<file path="src/rtl/frame_serializer_pkg.sv">
// frame_serializer_pkg: shared state/phase types and frame header constants
package frame_serializer_pkg;
  typedef enum logic [2:0] {FRAME_INIT, IDLE, LOAD, LD_XMT, BYTE_RDY, TBYTE, TX_WAIT} state_t;
  typedef enum logic [1:0] {HDR, PAY, CHK} phase_t;
  localparam logic [7:0] SYNC0 = 8'hA5;
  localparam logic [7:0] SYNC1 = 8'h5A;
  localparam int HDR_BYTES = 3;
endpackage

</file>
<file path="src/rtl/frame_serializer_if.sv">
// frame_serializer_if: pixel FIFO side and UART transmitter side of the serializer
interface frame_serializer_if #(
  parameter int NUM_CHANNEL = 4,
  parameter int PIXEL_WIDTH = 16
);
  logic [NUM_CHANNEL-1:0] empty;
  logic rd;
  logic [NUM_CHANNEL*PIXEL_WIDTH-1:0] fifoOut;
  logic rcvReady;
  logic [7:0] dataBus;
  logic ldXmtDataReg;
  logic byteReady;
  logic tByte;
  logic txDone;
  logic busy;
  logic frameDone;
  modport master (
    input empty, fifoOut, txDone,
    output rd, rcvReady, dataBus, ldXmtDataReg, byteReady, tByte, busy, frameDone
  );
  modport slave (
    output empty, fifoOut, txDone,
    input rd, rcvReady, dataBus, ldXmtDataReg, byteReady, tByte, busy, frameDone
  );
endinterface

</file>
<file path="src/rtl/frame_serializer_byte_handshake.sv">
// byte_handshake: walks LD_XMT -> BYTE_RDY -> TBYTE -> TX_WAIT for one byte and flags completion
module byte_handshake
  import frame_serializer_pkg::*;
(
  input  logic clk,
  input  logic reset,
  input  logic start,
  input  logic txDone,
  output logic ldXmtDataReg,
  output logic byteReady,
  output logic tByte,
  output logic byteDone
);
  state_t hs, hs_n;
  always_ff @(posedge clk or posedge reset)
    if (reset) hs <= IDLE;
    else hs <= hs_n;
  // txDone only matters in TX_WAIT; a new start there chains straight into the next byte
  always_comb begin
    hs_n = start ? LD_XMT : IDLE;
    case (hs)
      LD_XMT:   hs_n = BYTE_RDY;
      BYTE_RDY: hs_n = TBYTE;
      TBYTE:    hs_n = TX_WAIT;
      TX_WAIT:  hs_n = txDone ? (start ? LD_XMT : IDLE) : TX_WAIT;
      default:  ;
    endcase
  end
  assign ldXmtDataReg = hs == LD_XMT;
  assign byteReady    = hs == BYTE_RDY;
  assign tByte        = hs == TBYTE;
  assign byteDone     = hs == TX_WAIT && txDone;
endmodule

</file>
<file path="src/rtl/frame_serializer.sv">
// frame_serializer: pops one pixel per channel and streams header, payload and checksum bytes
module frame_serializer
  import frame_serializer_pkg::*;
#(
  parameter int NUM_CHANNEL = 4,
  parameter int NUM_PIXEL   = 16,
  parameter int PIXEL_WIDTH = 16,
  parameter bit HEADER_EN   = 1'b1,
  parameter bit CHECKSUM_EN = 1'b1,
  parameter bit MSB_FIRST   = 1'b0
) (
  input logic clk,
  input logic reset,
  frame_serializer_if.master bus
);
  localparam int BPP = PIXEL_WIDTH / 8;
  localparam int NB  = NUM_CHANNEL * BPP;
  localparam int BW  = $clog2(NB > HDR_BYTES ? NB : HDR_BYTES);
  localparam int PW  = NUM_PIXEL > 1 ? $clog2(NUM_PIXEL) : 1;
  state_t state, state_n;
  phase_t phase, phase_n;
  logic [BW-1:0] byte_idx, byte_idx_n, idx_inc;
  logic [PW-1:0] pix_cnt, pix_cnt_n;
  logic [7:0] chk, chk_n, data, data_n, frame_cnt, frame_cnt_n, chk_pay;
  logic [NB*8-1:0] pay, pay_n, ord;
  logic all_full, start, byte_done, frame_end, frame_done;
  // payload bytes are reordered into transmit order once, at capture
  for (genvar c = 0; c < NUM_CHANNEL; c++) begin : g_c
    for (genvar k = 0; k < BPP; k++) begin : g_k
      assign ord[(c*BPP+k)*8 +: 8] = bus.fifoOut[c*PIXEL_WIDTH + (MSB_FIRST ? BPP-1-k : k)*8 +: 8];
    end
  end
  assign all_full      = &(~bus.empty);
  assign idx_inc       = byte_idx + BW'(1);
  assign chk_pay       = chk ^ data;
  assign bus.dataBus   = data;
  assign bus.busy      = state != FRAME_INIT;
  assign bus.rcvReady  = (state == FRAME_INIT) & ~reset;
  assign bus.frameDone = frame_done;
  byte_handshake u_hs (
    .clk(clk),
    .reset(reset),
    .start(start),
    .txDone(bus.txDone),
    .ldXmtDataReg(bus.ldXmtDataReg),
    .byteReady(bus.byteReady),
    .tByte(bus.tByte),
    .byteDone(byte_done)
  );
  // the top stays in LD_XMT while byte_handshake walks the four strobe/wait states
  always_comb begin
    state_n = state;
    phase_n = phase;
    byte_idx_n = byte_idx;
    pix_cnt_n = pix_cnt;
    chk_n = chk;
    data_n = data;
    frame_cnt_n = frame_cnt;
    pay_n = pay;
    start = 1'b0;
    frame_end = 1'b0;
    bus.rd = 1'b0;
    case (state)
      FRAME_INIT: begin
        byte_idx_n = '0;
        pix_cnt_n = '0;
        chk_n = '0;
        if (all_full) begin
          state_n = HEADER_EN ? LD_XMT : IDLE;
          phase_n = HEADER_EN ? HDR : PAY;
          start = HEADER_EN;
          data_n = HEADER_EN ? SYNC0 : data;
        end
      end
      IDLE: if (all_full) begin
        bus.rd = 1'b1;
        state_n = LOAD;
      end
      LOAD: begin
        pay_n = ord;
        byte_idx_n = '0;
        data_n = ord[7:0];
        start = 1'b1;
        state_n = LD_XMT;
      end
      default: if (byte_done) begin
        if (phase == HDR) begin
          if (byte_idx == BW'(HDR_BYTES-1)) begin
            state_n = IDLE;
            phase_n = PAY;
          end else begin
            byte_idx_n = idx_inc;
            start = 1'b1;
            data_n = byte_idx == '0 ? SYNC1 : frame_cnt;
          end
        end else if (phase == PAY) begin
          chk_n = chk_pay;
          if (byte_idx != BW'(NB-1)) begin
            byte_idx_n = idx_inc;
            start = 1'b1;
            data_n = pay[{idx_inc, 3'b000} +: 8];
          end else if (pix_cnt != PW'(NUM_PIXEL-1)) begin
            pix_cnt_n = pix_cnt + PW'(1);
            state_n = IDLE;
          end else if (CHECKSUM_EN) begin
            phase_n = CHK;
            start = 1'b1;
            data_n = chk_pay;
          end else frame_end = 1'b1;
        end else frame_end = 1'b1;
      end
    endcase
    if (frame_end) begin
      frame_cnt_n = frame_cnt + 8'd1;
      state_n = FRAME_INIT;
    end
  end
  always_ff @(posedge clk or posedge reset)
    if (reset) begin
      state <= FRAME_INIT;
      phase <= HDR;
      byte_idx <= '0;
      pix_cnt <= '0;
      chk <= '0;
      data <= '0;
      frame_cnt <= '0;
      pay <= '0;
      frame_done <= 1'b0;
    end else begin
      state <= state_n;
      phase <= phase_n;
      byte_idx <= byte_idx_n;
      pix_cnt <= pix_cnt_n;
      chk <= chk_n;
      data <= data_n;
      frame_cnt <= frame_cnt_n;
      pay <= pay_n;
      frame_done <= frame_end;
    end
endmodule

</file>
<file path="src/flat_wrapper.sv">
// flat-port wrapper written by rule: the top's interface ports become plain ports
module frame_serializer_flat import frame_serializer_pkg::*;
#(
  parameter int NUM_CHANNEL = 4,
  parameter int NUM_PIXEL   = 16,
  parameter int PIXEL_WIDTH = 16,
  parameter bit HEADER_EN   = 1'b1,
  parameter bit CHECKSUM_EN = 1'b1,
  parameter bit MSB_FIRST   = 1'b0
)
  (clk, reset, bus_empty, bus_fifoOut, bus_txDone, bus_rd, bus_rcvReady, bus_dataBus, bus_ldXmtDataReg, bus_byteReady, bus_tByte, bus_busy, bus_frameDone);
  frame_serializer_if #(.NUM_CHANNEL(NUM_CHANNEL), .PIXEL_WIDTH(PIXEL_WIDTH)) bus_i ();
  input logic clk;
  input logic reset;
  input wire logic [$bits(bus_i.empty)-1:0] bus_empty;
  input wire logic [$bits(bus_i.fifoOut)-1:0] bus_fifoOut;
  input wire logic [$bits(bus_i.txDone)-1:0] bus_txDone;
  output wire logic [$bits(bus_i.rd)-1:0] bus_rd;
  output wire logic [$bits(bus_i.rcvReady)-1:0] bus_rcvReady;
  output wire logic [$bits(bus_i.dataBus)-1:0] bus_dataBus;
  output wire logic [$bits(bus_i.ldXmtDataReg)-1:0] bus_ldXmtDataReg;
  output wire logic [$bits(bus_i.byteReady)-1:0] bus_byteReady;
  output wire logic [$bits(bus_i.tByte)-1:0] bus_tByte;
  output wire logic [$bits(bus_i.busy)-1:0] bus_busy;
  output wire logic [$bits(bus_i.frameDone)-1:0] bus_frameDone;
  assign bus_i.empty = bus_empty;
  assign bus_i.fifoOut = bus_fifoOut;
  assign bus_i.txDone = bus_txDone;
  assign bus_rd = bus_i.rd;
  assign bus_rcvReady = bus_i.rcvReady;
  assign bus_dataBus = bus_i.dataBus;
  assign bus_ldXmtDataReg = bus_i.ldXmtDataReg;
  assign bus_byteReady = bus_i.byteReady;
  assign bus_tByte = bus_i.tByte;
  assign bus_busy = bus_i.busy;
  assign bus_frameDone = bus_i.frameDone;
  frame_serializer #(.NUM_CHANNEL(NUM_CHANNEL), .NUM_PIXEL(NUM_PIXEL), .PIXEL_WIDTH(PIXEL_WIDTH), .HEADER_EN(HEADER_EN), .CHECKSUM_EN(CHECKSUM_EN), .MSB_FIRST(MSB_FIRST)) u_core (.clk(clk), .reset(reset), .bus(bus_i));
endmodule
</file>
<file path="config.mk">
export PLATFORM = sky130hd
export DESIGN_NAME = frame_serializer_flat
export DESIGN_NICKNAME = d
export VERILOG_FILES = /design/src/rtl/frame_serializer_pkg.sv /design/src/rtl/frame_serializer_if.sv /design/src/rtl/frame_serializer_byte_handshake.sv /design/src/rtl/frame_serializer.sv /design/src/flat_wrapper.sv
export SDC_FILE = /design/constraint.sdc
export NUM_CORES = 1
export LEC_CHECK = 0
export CAP_MARGIN = 25
export CORE_MARGIN = 2
export CORE_UTILIZATION = 54
export CTS_CLUSTER_DIAMETER = 150
export CTS_CLUSTER_SIZE = 14
export DETAILED_ROUTE_END_ITERATION = 12
export PLACE_DENSITY = 0.83
export SETUP_SLACK_MARGIN = 0.02
export SLEW_MARGIN = 25
export SYNTH_ARGS = -nofsm -noshare
export SYNTH_HDL_FRONTEND = slang
export SYNTH_SLANG_ARGS = --single-unit
</file>
<file path="constraint.sdc">
create_clock -name clk -period 4.73 [get_ports clk]
set_input_delay 0.946 -clock clk [delete_from_list [all_inputs] [get_ports clk]]
set_output_delay 0.946 -clock clk [all_outputs]
set_load 0.005 [all_outputs]
</file>
; Word-level counts from Yosys, hierarchy flattened
; Cells that the tools add are included.
; W data, S select, Z words.
[totals]
ff_bits = 104
in_bits = 71
output_inout_bits = 15
elab_cells = 129
[classes]
add_sub_neg = 3
n_eq_ne = 23
shift = 1
mux = 59
n_bitwise = 6
n_reduce_logical = 27
[op_table]
columns = op, count
row1 = $mux W8, 11
row2 = $shiftx A64 B7 Y8, 1
row3 = $mux W3, 15
row4 = $pmux W8 S3, 1
row5 = $mux W4, 5
row6 = $mux W2, 8
row7 = $pmux W8 S2, 1
row8 = $reduce_bool A3 Y1, 5
row9 = $reduce_and A7 Y1, 2
row10 = $mux W1, 12
row11 = $ne A3 B1 Y1 const B, 4
row12 = $pmux W3 S4, 1
row13 = $reduce_and A6 Y1, 2
row14 = $reduce_bool A6 Y1, 2
row15 = $eq A3 B2 Y1 const B, 3
row16 = $eq A3 B3 Y1 const B, 3
row17 = $pmux W3 S3, 1
row18 = $add A8 B1 Y8 const B, 1
row19 = $pmux W4 S2, 1
row20 = $reduce_and A4 Y1, 2
row21 = $reduce_bool A2 Y1, 4
row22 = $xor A8 B8 Y8, 1
row23 = $logic_not A3 Y1, 2
row24 = $ne A2 B1 Y1 const B, 3
row25 = other kinds (24), 28

; Longest topological paths before layout
[logic_depth]
ltp_word = 10
depth_mapped = 10
mapped_depth_nobuf = 7

; Cells and area by module
; Synthesis repeated with hierarchy kept, for this count alone.
[hier_totals]
cells_unflattened = 454
hier_area_um2 = 5190.0
[modules_own_cells]
columns = module, n_inst, cells_each, area_per_inst_um2, seq_area_each_um2
row1 = frame_serializer, 1, 439, 5026.1, 2502.4
row2 = byte_handshake, 1, 15, 163.9, 76.3

; Worst setup path before layout
; OpenSTA, ideal clock, no wires.
[synth_path]
kind = register to register
startpoint = reg u_core.byte_idx[0]
endpoint = reg u_core.data[1], in the netlist u_core.bus.dataBus[1]
setup_time_ns = 0.125
arrival_ns = 2.443
t_required_ns = 4.605
setup_slack_ns = 2.162
path_stages_with_launch = 11
path_buffers = 4
synth_period_minus_slack_ns = 2.568
cell_sequence = dfrtp_1 > buf_6 > buf_2 > inv_1 > ha_1 > buf_2 > clkbuf_1 > mux4_2 > nor3_1 > o31ai_1 > mux2_4
[synth_via]
elab_chain_cells = 7
word_cells_on_any_way = 15
cone_classes = add/sub: 1 / eq/ne: 4 / shift: 1 / mux: 7 / reduce/logical: 2
[synth_rtl]
columns = element, line
row1 = from (decl), frame_serializer.sv:22  ; logic [BW-1:0] byte_idx, byte_idx_n, idx_inc;
row2 = from (signal assigned), frame_serializer.sv:132  ; byte_idx <= byte_idx_n;
row3 = $add A3 B1 Y3, frame_serializer.sv:34  ; assign idx_inc = byte_idx + BW'(1);
row4 = $shiftx A64 B7 Y8, frame_serializer.sv:101  ; data_n = pay[{idx_inc, 3'b000} +: 8];
row5 = $mux W8, frame_serializer.sv:98  ; if (byte_idx != BW'(NB-1)) begin
row6 = $mux W8, frame_serializer.sv:96  ; end else if (phase == PAY) begin
row7 = $mux W8, frame_serializer.sv:87  ; if (phase == HDR) begin
row8 = $mux W8, frame_serializer.sv:86  ; default: if (byte_done) begin
row9 = $pmux W8 S3, frame_serializer.sv:63  ; case (state)
row10 = to (signal assigned), frame_serializer.sv:135  ; data <= data_n;
row11 = to (decl), frame_serializer.sv:24  ; logic [7:0] chk, chk_n, data, data_n, frame_cnt, frame_cnt_n, chk_pay;
; Several ways; a longest one is shown, not always the timed one. The select of a mux whose other input is x is not followed.
; A chain may end at the register's enable or synchronous reset.

; Worst setup path after layout
[layout_path]
startpoint = in bus_empty[0]
endpoint = out bus_rd
[layout_via]
elab_chain_cells = 4
[layout_rtl]
columns = element, line
row1 = from (decl), flat_wrapper.sv:15  ; input wire logic [$bits(bus_i.empty)-1:0] bus_empty;
row2 = $not A4 Y4, frame_serializer.sv:33  ; assign all_full = &(~bus.empty);
row3 = $reduce_and A4 Y1, frame_serializer.sv:33
row4 = $mux W1, frame_serializer.sv:75  ; IDLE: if (all_full) begin
row5 = $mux W1, frame_serializer.sv:63
row6 = to (decl), flat_wrapper.sv:18  ; output wire logic [$bits(bus_i.rd)-1:0] bus_rd;
; Every way passes these cells.

==> impl_metrics.ini <==
[status]
status = completed

[timing]
period_minus_slack_ns = 3.54
hold_slack_ns = 0.497
tightest_slew_ns = 0.705
drv_slew = 0
slew-limit-headroom = 0.530
rsz0062_at_grt = false
finClkSkew_ns = 0.0101
timing.setup.tns_ns = 0
hold_violations = 0
timing.final.crit_share = 0.748
finalSetupViolCount = 0
max_freq_ghz = 0.283

[pwr]
peakVddDrop_mv = 0.334
cellLeakagePower_nw = 2.68
powerDensity_nw_per_um2 = 641
seqPwrFrac = 0.387
clockPowerShare = 0.134
p_comb_frac = 0.479
netSwitchingPower_mw = 1.47
p_total_mw = 4.03
intPower_mw = 2.57
sw_frac_of_total = 0.364

[floorplanning]
start_util = 0.559
rows = 35
fp.dieH_um = 102
die-area_um2 = 10400
ios = 86
coreArea_um2 = 9240
die_width_um = 102

[critical_path]
cp.arrival_ns = 2.59
critPathKind = input pin to output pin
cp-start-kind = input pin
cp-end-kind = output pin
required_ns = 3.78
cp_max_fo = 6

[grt]
grt_use_met3 = 0.0497
grt_pass1_wl_um = 18400
grt_usage = 0.230
overflow = 0
grt_max_degree = 54
grt_pass1_vias = 3708
met1_usage = 0.310
grt.met2_usage = 0.370
antenna_found_initial = 0
grt-busiest-layer = met2

[placed_design]
post_dp_cell_area_um2 = 6100
gp_congestion = 0.863
hpwl_um = 8260
io_buffers = 85

[clock_tree]
clk_latency_ns = 0.38
cts.path.max_buffers = 2
postCtsHoldBufs = 0
cts.sinks = 103
cts_setup_buffers = 0
ctsRootBufferMaster = clkbuf_8
cts_resized = 0
htree_levels = 3
cts_tree = yes
cts-buffers-inserted = 9
clk_pin_slew_worst_paths_ns = 0.10

[synthesis]
postSynthCellCount = 419
synth.ff_latch_count = 103
avgSynthCellArea_um2 = 12.3
yosys_most_used_dff = dfrtp_1
yosys.cell_types.count = 51
netlist_area_um2 = 5160
yosysTopAreaCell = dfrtp_1
synthArstFlopShare = 1.00
synth_top_area_share = 0.494
syn-num-nets = 501
synth_edf_count = 0
yosysWarnings = 0
synth_area_leaders = dfrtp_1 (49%), mux2_2 (14%), mux4_2 (6.5%)
ys_seq_area_frac = 0.499

[cells_and_area]
final_util = 0.681
final_common_cell = dfrtp_1
layout.nets = 578
n_fill_cell = 683
regArea_um2 = 2580
area_growth_pct = 21.8
multi_input_area_um2 = 2430
drive_gt1_frac = 0.224
final_cell_mix = dfrtp_1 (102), clkdlybuf4s50_1 (85), mux2_2 (62), nor2_1 (26), o21ai_0 (22)
antenna_cells = 0
finalInstanceArea_um2 = 6290

[routing]
via_count = 3583
drc = 0
drt-wirelength-per-cell_um = 17.7
via_per_inst = 5.69
drt_iter0_drc = 199
drt_pass1_iterations = 4
drt-total-wl_um = 11200
ant_nets = 0

[run]
max-cap-violations = 0

[hold_path]
hold_path_class = flop to flop
[worst paths after layout]
kind,endpoint,from,cells past startpoint,slack (ns)
setup / recovery,bus_rd,bus_empty[0],4,1.19
hold / removal,u_core.frame_cnt[7],u_core.frame_cnt[7],1,0.50
setup reg to reg,u_core.bus.dataBus[3],u_core.byte_idx[0],7,1.53
hold reg to reg,u_core.frame_cnt[7],u_core.frame_cnt[7],1,0.50
max in group asynchronous,u_core.pay[25],reset,3,2.86
min in group asynchronous,u_core.phase[1],reset,2,1.03
[power groups by stage]
stage               clock, mW  combinational, mW  sequential, mW
floorplan                   0               1.51            1.47
global placement            0               1.86            1.55
detailed placement          0               1.94            1.57
CTS                     0.550               1.94            1.56
global route            0.588               2.09            1.61
finish                  0.542               1.93            1.56
[synthesized netlist by cell type, types with 4 or more instances]
| cell | count |
|---|---|
| dfrtp_1 | 102 |
| buf_2 | 7 |
| xnor2_1 | 5 |
| nand3_1 | 5 |
| mux4_2 | 15 |
| a211oi_1 | 4 |
| a21oi_1 | 14 |
| o41ai_1 | 4 |
| mux2_4 | 8 |
| xor2_1 | 10 |
| nand2_1 | 17 |
| nand2b_1 | 11 |
| mux2_2 | 62 |
| nor3_1 | 7 |
| nor3b_1 | 4 |
| nor2b_1 | 5 |
| mux2i_1 | 6 |
| ha_1 | 11 |
| inv_1 | 14 |
| clkbuf_1 | 11 |
| nor2_1 | 26 |
| o21ai_0 | 22 |
[critical path, stage by stage]
cell and delay, ns:
clkdlybuf4s50_1 0.41, nor4_2 0.54, and2_1 0.20, clkdlybuf4s50_1 0.49
[sequential cells by signal, summed over array words and instances, names as in the netlist]
register and cells:
u_core.pay 64, u_core.bus.dataBus 8, u_core.chk 8, u_core.frame_cnt 8
u_core.pix_cnt 4, u_core.byte_idx 3, u_core.u_hs.hs 3, u_core.phase 2
u_core.state 2, u_core.bus.frameDone 1
[through the flow]
step	setup slack (ns)	cells
after floorplan	1.08	419
after global placement	1.18	614
after detailed placement	1.17	614
after CTS	1.17	630
after global routing	1.02	630
final	1.19	630
[area by class of cell]
| type | count | share of cell area |
|---|---|---|
| sequential | 103 | 0.410 |
| inverter | 14 | 0.00875 |
| clock buffer | 9 | 0.0197 |
| tap | 129 | 0.0257 |
| timing repair buffer | 89 | 0.140 |
| multi-input combinational | 279 | 0.386 |
| clock inverter | 7 | 0.00995 |
[kinds of logic (layout without fill, tap and decap cells)]
| family | after synthesis | after routing | synth area share |
|---|---|---|---|
| mux | 92 | 92 | 0.238 |
| simple gates | 92 | 92 | 0.0930 |
| buf+inv | 37 | 119 | 0.0315 |
| fa+ha+maj | 11 | 11 | 0.0266 |
| xor+xnor | 15 | 15 | 0.0254 |
| flops | 103 | 103 | 0.499 |
| compound gates | 69 | 69 | 0.0865 |
[metal layers]
layer  part of all wire  vias to the layer above
met5                  0                        -
met4              0.022                        0
met3              0.066                       21
met2               0.48                      119
met1               0.44                     1774
li1                   -                     1669
Power figures use the tool's default switching activity.
